<file path="src/rtl/mem_access_ctrl.sv">
// MEM-stage access controller: turns load/store requests into single-beat big-endian bus
// transactions, stalls the pipeline until ack or timeout, and formats load data for writeback.
module mem_access_ctrl #(
    parameter int unsigned TIMEOUT = 16,
    parameter int unsigned CNT_W   = 5
) (
    input  logic        clk,
    input  logic        rst,
    input  logic        mem_req_i,
    input  logic        mem_we_i,
    input  logic [1:0]  mem_size_i,
    input  logic        mem_sign_i,
    input  logic [31:0] mem_addr_i,
    input  logic [31:0] mem_wdata_i,
    input  logic [4:0]  wd_i,
    input  logic        wreg_i,
    input  logic [31:0] wdata_i,
    output logic        bus_req_o,
    output logic        bus_we_o,
    output logic [31:0] bus_addr_o,
    output logic [3:0]  bus_sel_o,
    output logic [31:0] bus_wdata_o,
    input  logic [31:0] bus_rdata_i,
    input  logic        bus_ack_i,
    output logic        stallreq_o,
    output logic        misalign_o,
    output logic        bus_err_o,
    output logic [4:0]  wd_o,
    output logic        wreg_o,
    output logic [31:0] wdata_o
);

    typedef enum logic [1:0] {StIdle, StBus, StDone} state_e;

    state_e             state_q;
    logic [CNT_W-1:0]   cnt_q;
    logic [31:0]        load_q;
    logic               err_q;

    logic               misalign;
    logic [3:0]         lane_sel;
    logic [31:0]        lane_wdata;
    logic [7:0]         rd_byte;
    logic [15:0]        rd_half;
    logic [31:0]        load_fmt;
    logic               bus_active;

    assign misalign = (mem_size_i == 2'b01 && mem_addr_i[0]) ||
                      (mem_size_i[1] && mem_addr_i[1:0] != 2'b00);

    // Big-endian lanes: offset 0 lives in bits [31:24].
    always_comb begin
        lane_sel   = 4'b1111;
        lane_wdata = mem_wdata_i;
        unique case (mem_size_i)
            2'b00: begin
                lane_sel   = 4'b1000 >> mem_addr_i[1:0];
                lane_wdata = {4{mem_wdata_i[7:0]}};
            end
            2'b01: begin
                lane_sel   = mem_addr_i[1] ? 4'b0011 : 4'b1100;
                lane_wdata = {2{mem_wdata_i[15:0]}};
            end
            default: begin
                lane_sel   = 4'b1111;
                lane_wdata = mem_wdata_i;
            end
        endcase
    end

    always_comb begin
        rd_byte = bus_rdata_i[31:24];
        unique case (mem_addr_i[1:0])
            2'b00: rd_byte = bus_rdata_i[31:24];
            2'b01: rd_byte = bus_rdata_i[23:16];
            2'b10: rd_byte = bus_rdata_i[15:8];
            default: rd_byte = bus_rdata_i[7:0];
        endcase
        rd_half = mem_addr_i[1] ? bus_rdata_i[15:0] : bus_rdata_i[31:16];
        unique case (mem_size_i)
            2'b00:   load_fmt = {{24{mem_sign_i & rd_byte[7]}}, rd_byte};
            2'b01:   load_fmt = {{16{mem_sign_i & rd_half[15]}}, rd_half};
            default: load_fmt = bus_rdata_i;
        endcase
    end

    always_ff @(posedge clk) begin
        if (rst) begin
            state_q <= StIdle;
            cnt_q   <= '0;
            load_q  <= '0;
            err_q   <= 1'b0;
        end else begin
            unique case (state_q)
                StIdle: begin
                    cnt_q <= '0;
                    err_q <= 1'b0;
                    if (mem_req_i && !misalign) begin
                        state_q <= StBus;
                    end
                end
                StBus: begin
                    cnt_q <= cnt_q + CNT_W'(1);
                    // Ack takes priority over a coincident timeout.
                    if (bus_ack_i) begin
                        if (!mem_we_i) begin
                            load_q <= load_fmt;
                        end
                        err_q   <= 1'b0;
                        state_q <= StDone;
                    end else if (cnt_q == CNT_W'(TIMEOUT - 1)) begin
                        err_q   <= 1'b1;
                        state_q <= StDone;
                    end
                end
                default: begin
                    state_q <= StIdle;
                end
            endcase
        end
    end

    always_comb begin
        bus_active = 1'b0;
        stallreq_o = 1'b0;
        misalign_o = 1'b0;
        bus_err_o  = 1'b0;
        wd_o       = 5'b0;
        wreg_o     = 1'b0;
        wdata_o    = 32'b0;
        if (!rst) begin
            unique case (state_q)
                StIdle: begin
                    if (!mem_req_i) begin
                        wd_o    = wd_i;
                        wreg_o  = wreg_i;
                        wdata_o = wdata_i;
                    end else if (misalign) begin
                        misalign_o = 1'b1;
                        wd_o       = wd_i;
                        wdata_o    = wdata_i;
                    end else begin
                        bus_active = 1'b1;
                        stallreq_o = 1'b1;
                    end
                end
                StBus: begin
                    bus_active = 1'b1;
                    stallreq_o = 1'b1;
                end
                default: begin
                    if (err_q) begin
                        bus_err_o = 1'b1;
                    end else if (!mem_we_i) begin
                        wd_o    = wd_i;
                        wreg_o  = wreg_i;
                        wdata_o = load_q;
                    end
                end
            endcase
        end
    end

    assign bus_req_o   = bus_active;
    assign bus_we_o    = bus_active & mem_we_i;
    assign bus_addr_o  = bus_active ? {mem_addr_i[31:2], 2'b00} : 32'b0;
    assign bus_sel_o   = bus_active ? lane_sel : 4'b0;
    assign bus_wdata_o = bus_active ? lane_wdata : 32'b0;

endmodule

</file>
<file path="config.mk">
export PLATFORM = sky130hd
export DESIGN_NAME = mem_access_ctrl
export DESIGN_NICKNAME = d
export VERILOG_FILES = /design/src/rtl/mem_access_ctrl.sv
export SDC_FILE = /design/constraint.sdc
export NUM_CORES = 1
export LEC_CHECK = 0
export ABC_CLOCK_PERIOD_IN_PS = 3000
export BUFFER_PORTS_ARGS = -buffer_cell sky130_fd_sc_hd__buf_2
export CORE_AREA = 2 2 99 101
export DETAILED_ROUTE_END_ITERATION = 10
export DIE_AREA = 0 0 101 103
export PLACE_DENSITY = 0.74
export SLEW_MARGIN = 15
export SYNTH_ARGS = -nofsm -noshare
export SYNTH_HDL_FRONTEND = slang
export SYNTH_SLANG_ARGS = --single-unit
</file>
<file path="constraint.sdc">
create_clock -name clk -period 3 [get_ports clk]
set_clock_uncertainty 0.15 [all_clocks]
set_input_delay 0.45 -clock clk [delete_from_list [all_inputs] [get_ports clk]]
set_output_delay 0.45 -clock clk [all_outputs]
set_load 0.01 [all_outputs]
</file>
# Word-level counts from Yosys, hierarchy flattened

Cells that the tools add are included.
W data, S select, Z words.

$add $sub $neg: 1
Equal/unequal tests: 7
Shift operators: 1
Mux-type cells: 45
Bitwise gates (word level): 4
Reduce and logical (&&, ||, !) cells: 14

Operators with widths:

| kind                  | number |
|---|---|
| $mux W32              | 7 |
| $pmux W32 S2          | 3 |
| $mux W5               | 5 |
| $pmux W8 S3           | 1 |
| $pmux W5 S2           | 2 |
| $mux W1               | 16 |
| $mux W16              | 1 |
| $mux W4               | 2 |
| $pmux W4 S2           | 1 |
| $eq A2 B1 Y1 const B  | 3 |
| $logic_not A2 Y1      | 3 |
| $mux W2               | 3 |
| $pmux W1 S2           | 3 |
| $add A5 B1 Y5 const B | 1 |
| $eq A5 B4 Y1 const B  | 1 |
| $pmux W2 S2           | 1 |
| $reduce_and A2 Y1     | 2 |
| $reduce_bool A2 Y1    | 2 |
| $shr A4 B2 Y4 const A | 1 |
| $and A1 B1 Y1         | 3 |
| $logic_and A1 B1 Y1   | 3 |
| $ne A3 B3 Y1 const B  | 1 |
| $reduce_and A3 Y1     | 1 |
| $eq A2 B2 Y1 const B  | 1 |
| other kinds (5)       | 5 |

Flip-flop bits (word level): 40
Output and inout bits: 111
Word-level logic and storage cells: 76

# Depth between registers and ports, before layout

Gate-level depths: netlist (run 1).

Word-level depth: 8
Gate-level depth with buffers: 7
Depth with buffers taken out: 6

# Least setup slack after synthesis (run 1)

No wires, ideal clock.

Path kind: in2out
From: input port mem_size_i[1]
To: output port bus_sel_o[1]
Data arrival time: 1.607 ns
Slack: 0.793 ns
Stages on the path: 6
Cells stage by stage: buf_4 -> o21ai_0 -> nand3_1 -> a211o_1 -> buf_6 -> a211oi_1

Word-level cells in the longest chain between the ends: 8
Elaborated cells on any way between the ends: 11
Classes of those cells: 1 x eq/ne; 6 x mux; 4 x reduce/logical

Ends and longest elaborated chain:

| what                | RTL line | RTL |
|---|---|---|
| start, declared     | 11       | `input logic [1:0] mem_size_i,` |
| $eq A2 B1 Y1        | 48, 55   |  |
| $logic_and A1 B1 Y1 | 48       | `assign misalign = (mem_size_i == 2'b01 && mem_addr_i[0]) \|\|` |
| $logic_or A1 B1 Y1  | 48       |  |
| $mux W1             | 138      | `end else if (misalign) begin` |
| $mux W1             | 134      | `if (!mem_req_i) begin` |
| $pmux W1 S2         | 132      | `unique case (state_q)` |
| $mux W1             | 131      | `if (!rst) begin` |
| $mux W4 *           | 167      | `assign bus_sel_o = bus_active ? lane_sel : 4'b0;` |
| end, declared       | 21       | `output logic [3:0] bus_sel_o,` |

Every way passes the cells marked *; elsewhere a longest branch is shown, timed or not.

# Worst setup path in the final report (run 1)

From: register state_q[1]
To: output port wdata_o[3]

Word-level cells in the longest chain between the ends: 3
Elaborated cells on any way between the ends: 4
Classes of those cells: 1 x eq/ne; 2 x mux; 1 x reduce/logical

Ends and longest elaborated chain:

| what                                             | RTL line | RTL |
|---|---|---|
| start, declared                                  | 35       | `state_e state_q;` |
| start signal, assigned                           | 89       | `state_q <= StIdle;` |
| start signal, assigned                           | 99       | `state_q <= StBus;` |
| start signal, assigned                           | 110      | `state_q <= StDone;` |
| $eq A2 B1 Y1 or $logic_not A2 Y1 (tied branches) | 132      |  |
| $pmux W32 S2 *                                   | 132      |  |
| $mux W32 *                                       | 131      |  |
| end, declared                                    | 30       | `output logic [31:0] wdata_o` |

Marked as above.

==> results_dict.tcl, run 1 <==
set metrics [dict create \
    dieArea_um2 10400 \
    netSwitchingPower_uw 495.1 \
    holdCritPathClass "in2reg" \
    multi_input_area_um2 2369 \
    maxCapViolations 0 \
    synth.avg_cell_area_um2 7.426 \
    layout.nets 828 \
    place_ws_ps 272.9 \
    status "completed" \
    antenna_found_initial 0 \
    synth-simple-area-share_pct 31.07 \
    grt_use_total_pct 22.35 \
    end_kind "output port" \
    start_kind "flip-flop" \
    wl_um 12500 \
    area_delta_synth_final_pct 39.42 \
    grt_pass1_wl_um 18330 \
    gr-total-overflow 0 \
    ys_top_cells_by_area "dfxtp_1, a22o_1, and2_1" \
    p_int_uw 1033 \
    clkSinkCount 40 \
    crit_type "reg2out" \
    holdPathEnd "load_q[19]" \
    drt_iter0_drc 179 \
    die_y_um 103 \
    r2r_end "load_q[31]" \
    setup_slack_ps 265.3 \
    netlist_instances 462 \
    synth_compound_area_share_pct 28.96 \
    seqCellArea_um2 800.8 \
    cts_resized 0 \
    vdd_ir_drop_max_mv 0.2129 \
    fin_crit_ps 2735 \
    grt_pass1_vias 3820 \
    swShare_pct 32.40 \
    synth_top_area_share_pct 23.34 \
    num_vias 4191 \
    power_leakage_uw 0.002421 \
    grt_max_degree 54 \
    setup_viol 0 \
    pwr-share-comb_pct 34.8 \
    seq_area_frac_synth_pct 23.34 \
    drive_above_1_share_pct 42.19 \
    ys_ff_latch 40 \
    rows 36 \
    tns_ps 0 \
    syn-cell-area_um2 3431 \
    firstDrtPassIters 5 \
    yosys.cell_types.count 44 \
    hpwl_um 9919 \
    port_buffers 250 \
    muxShareOfSynthArea_pct 7.367 \
    async_flop_share_pct 0 \
    clk_path_buf_depth 2 \
    power_density_nw_per_um2 319.5 \
    ios 253 \
    coreArea_um2 9459 \
    r2r_cells 4 \
    slew_headroom_pct 48.94 \
    holdCritStartpoint "bus_rdata_i[19]" \
    power_frac_seq_pct 36.6 \
    cts_tree "done" \
    rsz0062_at_grt "false" \
    synth_top_family_by_area "simple AND/OR/NAND/NOR gates" \
    yosys.area_share.adder_pct 0.7294 \
    ant_nets 0 \
    cts_made_buffers 5 \
    r2r-start "state_q[1]" \
    htree_levels 2 \
    postCtsHoldBufs 0 \
    die_x_um 101 \
    wl_per_cell_um 15.64 \
    finalWeightedCongestion 0.9693 \
    cp_data_required_time_ps 2400 \
    synth_xor_area_share_pct 0 \
    drc 0 \
    path_clk_slew_ps 80 \
    ys.flop_type "dfxtp_1" \
    cts_root_buf "clkbuf_8" \
    start_util_pct 36.27 \
    fill_cells 934 \
    clk_latency_ps 290 \
    cp_max_fo 32 \
    reg2reg_slack_ps 780 \
    report.final.slew_viol_count 0 \
    min_path_cells 3 \
    timing.fmax_ghz 0.3657 \
    viasPerCell 5.245 \
    diodes 0 \
    synth_most_common_cell "nor2_1" \
    worst_pin_slew_ps 763.0 \
    yosys.area.top_type "dfxtp_1" \
    fin_crit_sh_pct 91.16 \
    synth_edf_count 0 \
    clkPwrFrac_pct 28.7 \
    hold_viol_final 0 \
    arrival_ps 2130 \
    postCtsSetupBuffers 0 \
    ys_warn_count 0 \
    ys_top_cells_by_count "nor2_1, nand2_1, a22o_1, and2_1, dfxtp_1" \
]
==> placed cells by master, fill, tap and decap left out, types with 2 or more instances in the layout <==
| cell type | count |
|---|---|
| nor3_1 | 15 |
| a22o_1 | 40 |
| nand2_1 | 44 |
| conb_1 | 2 |
| nor2_1 | 65 |
| a211oi_2 | 10 |
| clkbuf_8 | 5 |
| a21oi_1 | 37 |
| a211oi_1 | 17 |
| buf_2 | 250 |
| and2_1 | 40 |
| a22oi_1 | 10 |
| mux2i_1 | 23 |
| ha_1 | 2 |
| or3_1 | 2 |
| nor2b_1 | 12 |
| inv_1 | 5 |
| nand3b_1 | 3 |
| nor3b_1 | 9 |
| nand3_1 | 9 |
| buf_4 | 12 |
| nor4b_4 | 2 |
| dfxtp_1 | 40 |
| o21ai_0 | 11 |
==> final cells by class <==
type | count | area share (%)
clock buffer | 6 | 1.517
clock inverter | 2 | 0.7324
inverter | 6 | 0.4708
multi-input combinational | 369 | 49.52
sequential | 40 | 16.74
tap | 114 | 2.982
timing repair buffer | 262 | 28.04
==> worst max-delay path by stage <==
stage / slack, ps / cells after the start / endpoint / startpoint
2_1_floorplan: 790 / 6 / bus_sel_o[1] / mem_size_i[1]
3_3_place_gp: 400 / 7 / bus_wdata_o[6] / mem_addr_i[0]
3_5_place_dp: 270 / 7 / bus_addr_o[7] / mem_addr_i[0]
4_1_cts: 260 / 7 / bus_wdata_o[7] / mem_addr_i[0]
5_1_grt: 60 / 5 / wdata_o[21] / state_q[1]
6_report: 270 / 5 / wdata_o[3] / state_q[1]
==> stage by stage <==
stage	cells	instance area [µm²]	hold slack (ps)	util (%)	power, µW
finish	799	4783	277.8	50.57	1528
global route	799	4783	281.4	50.57	1612
CTS	799	4783	266.8	50.57	1541
detailed placement	791	4676	304.7	49.43	1104
global placement	791	4676	297.0	49.43	1094
floorplan	463	3435	286.6	-	881.4
==> worst max-delay path, stage by stage (launching register included) <==
cell and delay, ps:
dfxtp_1 660, inv_1 220, nor4_4 280, buf_4 340
a22o_1 200, buf_2 130
==> registers in the layout, summed over array words and instances, names as in the netlist <==
signal and cells:
load_q 32, cnt_q 5, state_q 2, err_q 1
==> kinds of logic after synthesis <==
group           Yosys count
simple gates            209
other cells               1
flops                    40
mux                      24
fa+ha+maj                 2
buf+inv                  54
compound gates          132
==> per-layer routing <==
layer / vias up / wire length [µm] / part of all wire [%] / GRT usage, %
li1: 2075 / - / - / -
met1: 1921 / 4771 / 38 / 25.31
met2: 175 / 6689 / 54 / 43.38
met3: 20 / 783 / 6.3 / 2.780
met4: 0 / 255 / 2.0 / 7.069
met5: - / 0 / 0 / 0
==> power groups by stage <==
stage / combinational (µW) / clock (µW) / sequential [µW]
floorplan: 315 / 0 / 566
global placement: 523 / 0 / 571
detailed placement: 533 / 0 / 571
CTS: 535 / 447 / 559
global route: 586 / 465 / 561
finish: 531 / 438 / 559
Power figures use the tool's default switching activity.
==> run 2: changes to the inputs <==
Settings changed: ABC_CLOCK_PERIOD_IN_PS 3000 to 2450, CORE_AREA 2 2 99 101 to unset, CORE_MARGIN set to 2, CORE_UTILIZATION set to 37, CTS_BUF_LIST set to sky130_fd_sc_hd__clkbuf_8 sky130_fd_sc_hd__clkbuf_16, DIE_AREA 0 0 101 103 to unset, PLACE_DENSITY 0.74 to 0.77.
Clock period 3 ns to 2.45 ns, I/O delays scaled along.
==> run 2 against run 1 <==
  * Count of clock-buffer cells in the layout is the same
  * Largest power group unchanged
  * Worst setup slack lost 170 ps
  * Wire length grew 5.5%
  * Cell count grew 0.25%
  * Power grew 19%
  * Die area shrank 3.3%
  * Highest routed layer unchanged
  * Global-route usage grew 2.6 points
  * Largest cell class unchanged
  * Register-to-register slack lost 210 ps
==> results_dict.tcl, run 2 (synthesis results as in run 1) <==
set metrics [dict create \
    postCtsSetupBuffers 0 \
    layout.nets 833 \
    slew_headroom_pct 44.06 \
    clk_path_buf_depth 2 \
    grt_pass1_vias 4027 \
    rsz0062_at_grt "false" \
    ant_nets 0 \
    ios 253 \
    gr-total-overflow 0 \
    coreArea_um2 9109 \
    worst_pin_slew_ps 832.7 \
    clkSinkCount 40 \
    timing.fmax_ghz 0.4246 \
    cp_data_required_time_ps 1930 \
    wl_per_cell_um 16.47 \
    hpwl_um 10410 \
    start_util_pct 37.66 \
    setup_slack_ps 94.65 \
    htree_levels 2 \
    power_density_nw_per_um2 376.4 \
    drive_above_1_share_pct 43.33 \
    num_vias 4320 \
    drt_iter0_drc 243 \
    area_delta_synth_final_pct 41.10 \
    arrival_ps 1840 \
    viasPerCell 5.393 \
    wl_um 13190 \
    port_buffers 250 \
    tns_ps 0 \
    cts_tree "done" \
    fin_crit_ps 2355 \
    grt_use_total_pct 25.00 \
    cp_max_fo 27 \
    report.final.slew_viol_count 0 \
    largest_register_ffs 32 \
    dieArea_um2 10060 \
    crit_type "in2out" \
    antenna_found_initial 0 \
    largest_register "load_q" \
    maxCapViolations 0 \
    cts_made_buffers 5 \
    grt_max_degree 48 \
    drc 0 \
    vdd_ir_drop_max_mv 0.1686 \
    final_common_cell "buf_2" \
    dp.cells 793 \
    postCtsHoldBufs 0 \
    holdCritPathClass "in2reg" \
    fin_crit_sh_pct 96.14 \
    die_y_um 100.3 \
    diodes 0 \
    clk_latency_ps 300 \
    status "completed" \
    hold_viol_final 0 \
    cts_root_buf "clkbuf_8" \
    firstDrtPassIters 5 \
    grt_pass1_wl_um 20220 \
    setup_viol 0 \
    die_x_um 100.3 \
    rows 35 \
    final_cell_count_no_fill 801 \
    start_kind "primary input" \
    end_kind "output port" \
    reg.largest.list "load_q: 32 flops, cnt_q: 5 flops, state_q: 2 flops" \
    path_clk_slew_ps 80 \
    finalWeightedCongestion 0.9521 \
    place_ws_ps 84.06 \
    power_leakage_uw 0.002450 \
    most-common-layout-cells "buf_2, nor2_1, nand2_1" \
]
## run 2: final cells by class
| class | count | area (µm²) |
|---|---|---|
| inverters | 6 | 25.02 |
| multi-input cells | 369 | 2377 |
| fillers | 865 | 4268 |
| clock buffers | 6 | 82.58 |
| flip-flops and latches | 40 | 803.3 |
| well taps | 111 | 138.9 |
| clock inverters | 2 | 10.01 |
| repair buffers | 267 | 1404 |
## run 2: worst paths after layout
path	from	end	slack (ps)	cells after the start
max	mem_addr_i[1]	bus_sel_o[1]	90	7
min	bus_rdata_i[16]	load_q[16]	190	3
max reg2reg	state_q[1]	load_q[30]	570	5
min reg2reg	load_q[0]	load_q[0]	310	2
## run 2: where the power goes
part	switching [µW]	total [µW]	internal, µW
clock	241	466	225
combinational	368	671	303
sequential	15.7	685	670
total	625	1820	1200
## run 2: per-layer routing
layer / global-route usage [%] / up-vias / share of wire [%]
met1: 28.02 / 2002 / 37
li1: - / 2081 / -
met4: 7.692 / 0 / 2.2
met5: 0 / - / 0
met2: 48.37 / 212 / 54
met3: 3.343 / 25 / 6.5
## run 2: critical path, stage by stage
cell and delay, ps:
buf_2 110, o21ai_0 220, nand3_1 140, a211o_1 370, buf_4 250, a211oi_2 190, buf_2 170
## run 2: what timing repair did
item	4_1_cts	5_1_grt
endpoints found under the setup margin	2	34
gates resized for setup	1	4
pin swaps	0	0
endpoints found under the hold margin	0	0
## run 2: per-stage QoR
stage / area [µm²] / total power, µW / hold WS, ps / utilization [%]
5_1_grt: 4841 / 1928 / 178.0 / 53.15
6_report: 4841 / 1822 / 189.8 / 53.15
4_1_cts: 4828 / 1833 / 186.7 / 53.01
2_1_floorplan: 3435 / 1079 / 286.6 / -
3_5_place_dp: 4735 / 1367 / 299.5 / 51.98
3_3_place_gp: 4735 / 1349 / 297.3 / 51.98
==> run 3: changes to the inputs <==
Settings changed: CELL_PAD_IN_SITES_DETAIL_PLACEMENT set to 0, CELL_PAD_IN_SITES_GLOBAL_PLACEMENT set to 1, CORE_UTILIZATION 37 to 24, PLACE_DENSITY 0.77 to unset, PLACE_DENSITY_LB_ADDON set to 0.1.
==> run 3 against run 2 <==
  * Flip-flop and latch count unchanged
  * Cell count increased by 9.0%
  * Global-route usage decreased by 8.6 points
  * Combinational power increased by 1%
  * Highest routed layer is now met5
  * Die area increased by 52%
==> results_dict.tcl, run 3 (synthesis results as in run 1) <==
set metrics [dict create \
    postCtsHoldBufs 0 \
    cts_tree "done" \
    fill_cells 1518 \
    htree_levels 2 \
    final_common_cell "buf_2" \
    grt_max_degree 72 \
    path_clk_slew_ps 60 \
    fin_crit_sh_pct 91.57 \
    path_common_cell "buf_2" \
    start_kind "primary input" \
    maxCapViolations 0 \
    cts_root_buf "clkbuf_16" \
    area_delta_synth_final_pct 47.12 \
    swShare_pct 30.53 \
    worst_pin_slew_ps 904.3 \
    start_util_pct 24.62 \
    cts_made_buffers 5 \
    drt_iter0_drc 194 \
    critPathMaxStageDelay_ps 370 \
    clk_latency_ps 280 \
    firstDrtPassIters 4 \
    wl_per_cell_um 15.28 \
    drive_above_1_share_pct 43.15 \
    port_buffers 250 \
    crit_type "in2out" \
    drc 0 \
    die_x_um 123.6 \
    netSwitchingPower_uw 641.9 \
    slew_headroom_pct 39.25 \
    setup_viol 0 \
    grt_pass1_vias 3737 \
    hold_viol_final 0 \
    clkPwrFrac_pct 35.1 \
    largest_register "load_q" \
    num_vias 4161 \
    holdCritPathClass "in2reg" \
    dieArea_um2 15270 \
    most-common-layout-cells "buf_2, nor2_1, nand2_1" \
    hpwl_um 10580 \
    diodes 0 \
    status "completed" \
    pwr-share-comb_pct 32.3 \
    rsz0062_at_grt "false" \
    slowest_stage "a211o_1" \
    ant_nets 0 \
    p_int_uw 1461 \
    gr-total-overflow 0 \
    report.final.slew_viol_count 0 \
    viasPerCell 4.766 \
    tns_ps 0 \
    die_y_um 123.6 \
    wl_um 13340 \
    grt_pass1_wl_um 19670 \
    cp_max_fo 28 \
    ios 253 \
    grt_use_total_pct 16.43 \
    cpLargestDelayFamily "compound AO/OA/AOI/OAI gates" \
    final_cell_count_no_fill 873 \
    fin_crit_ps 2243 \
    reg.largest.list "load_q: 32 flops, cnt_q: 5 flops, state_q: 2 flops" \
    arrival_ps 1730 \
    rows 43 \
    cp_data_required_time_ps 1930 \
    layout.nets 836 \
    clk_path_buf_depth 2 \
    finalWeightedCongestion 0.7617 \
    clkSinkCount 40 \
    power_frac_seq_pct 32.7 \
    end_kind "output port" \
    timing.fmax_ghz 0.4457 \
    postCtsSetupBuffers 0 \
    dp.cells 865 \
    power_leakage_uw 0.002512 \
    antenna_found_initial 1 \
    vdd_ir_drop_max_mv 0.2609 \
    reg2reg_slack_ps 570 \
    coreArea_um2 13930 \
    largest_register_ffs 32 \
    power_density_nw_per_um2 416.6 \
    cp_cell_sequence "buf_2, o21ai_1, nand3_1, a211o_1, buf_12, a211oi_1, buf_2" \
    cp_num_buf_inv 3 \
]
[run 3: cell count changes in the layout (fill, tap and decap cells not counted), sizes merged]
cell	change
inv	+1
clkinv	-1
bufinv	+1
clkbuf	-1
buf	+3
[run 3: metrics by stage]
stage	total power, µW	hold slack [ps]	worst slack (ps)	area, µm²	util [%]
2_1_floorplan	1079	286.6	407.6	3435	-
3_3_place_gp	1383	305.2	182.8	4881	35.03
3_5_place_dp	1387	310.8	95.89	4881	35.03
4_1_cts	2130	211.1	54.30	5045	36.20
5_1_grt	2218	228.6	54.95	5047	36.22
6_report	2103	211.5	206.5	5047	36.22
[run 3: worst reg2reg max path, cell delays in order, from the launching register on]
cell,delay [ps]
dfxtp_2,370
and2b_1,260
nand3b_1,170
a31oi_4,610
a211oi_1,180
[run 3: final cells by class]
class	instances	area (µm²)	area share, %
Clock buffer	5	125.1	2.479
Clock inverter	3	38.79	0.7685
Tap cell	180	225.2	4.462
Timing Repair Buffer	270	1464	29.00
Multi-Input combinational cell	369	2369	46.93
Inverter	6	22.52	0.4462
Sequential cell	40	803.3	15.91
[run 3: timing repair]
item / CTS / global route
endpoints found under the hold margin: 0 / 0
endpoints found under the setup margin: 0 / 49
resized for setup: 0 / 3
[run 3: power by group through the flow]
stage	clock network (µW)	registers, µW	logic, µW
global route	776	689	753
floorplan	0	693	386
detailed placement	0	701	685
global placement	0	701	682
CTS	755	687	688
finish	738	687	679
[run 3: path summary, 6_finish.rpt]
check | startpoint | endpoint | depth (start not counted)
setup / recovery | mem_addr_i[0] | bus_sel_o[1] | 7
hold / removal | bus_rdata_i[16] | load_q[16] | 3
setup reg to reg | state_q[1] | load_q[30] | 4
hold reg to reg | load_q[0] | load_q[0] | 2
[run 3: layer usage]
metal / part of all wire, % / track usage, % / vias to the layer above
li1: - / - / 2096
met1: 44 / 21.22 / 1895
met2: 48 / 28.16 / 152
met3: 5.9 / 2.906 / 16
met4: 1.6 / 4.190 / 2
met5: 0.052 / 0 / -
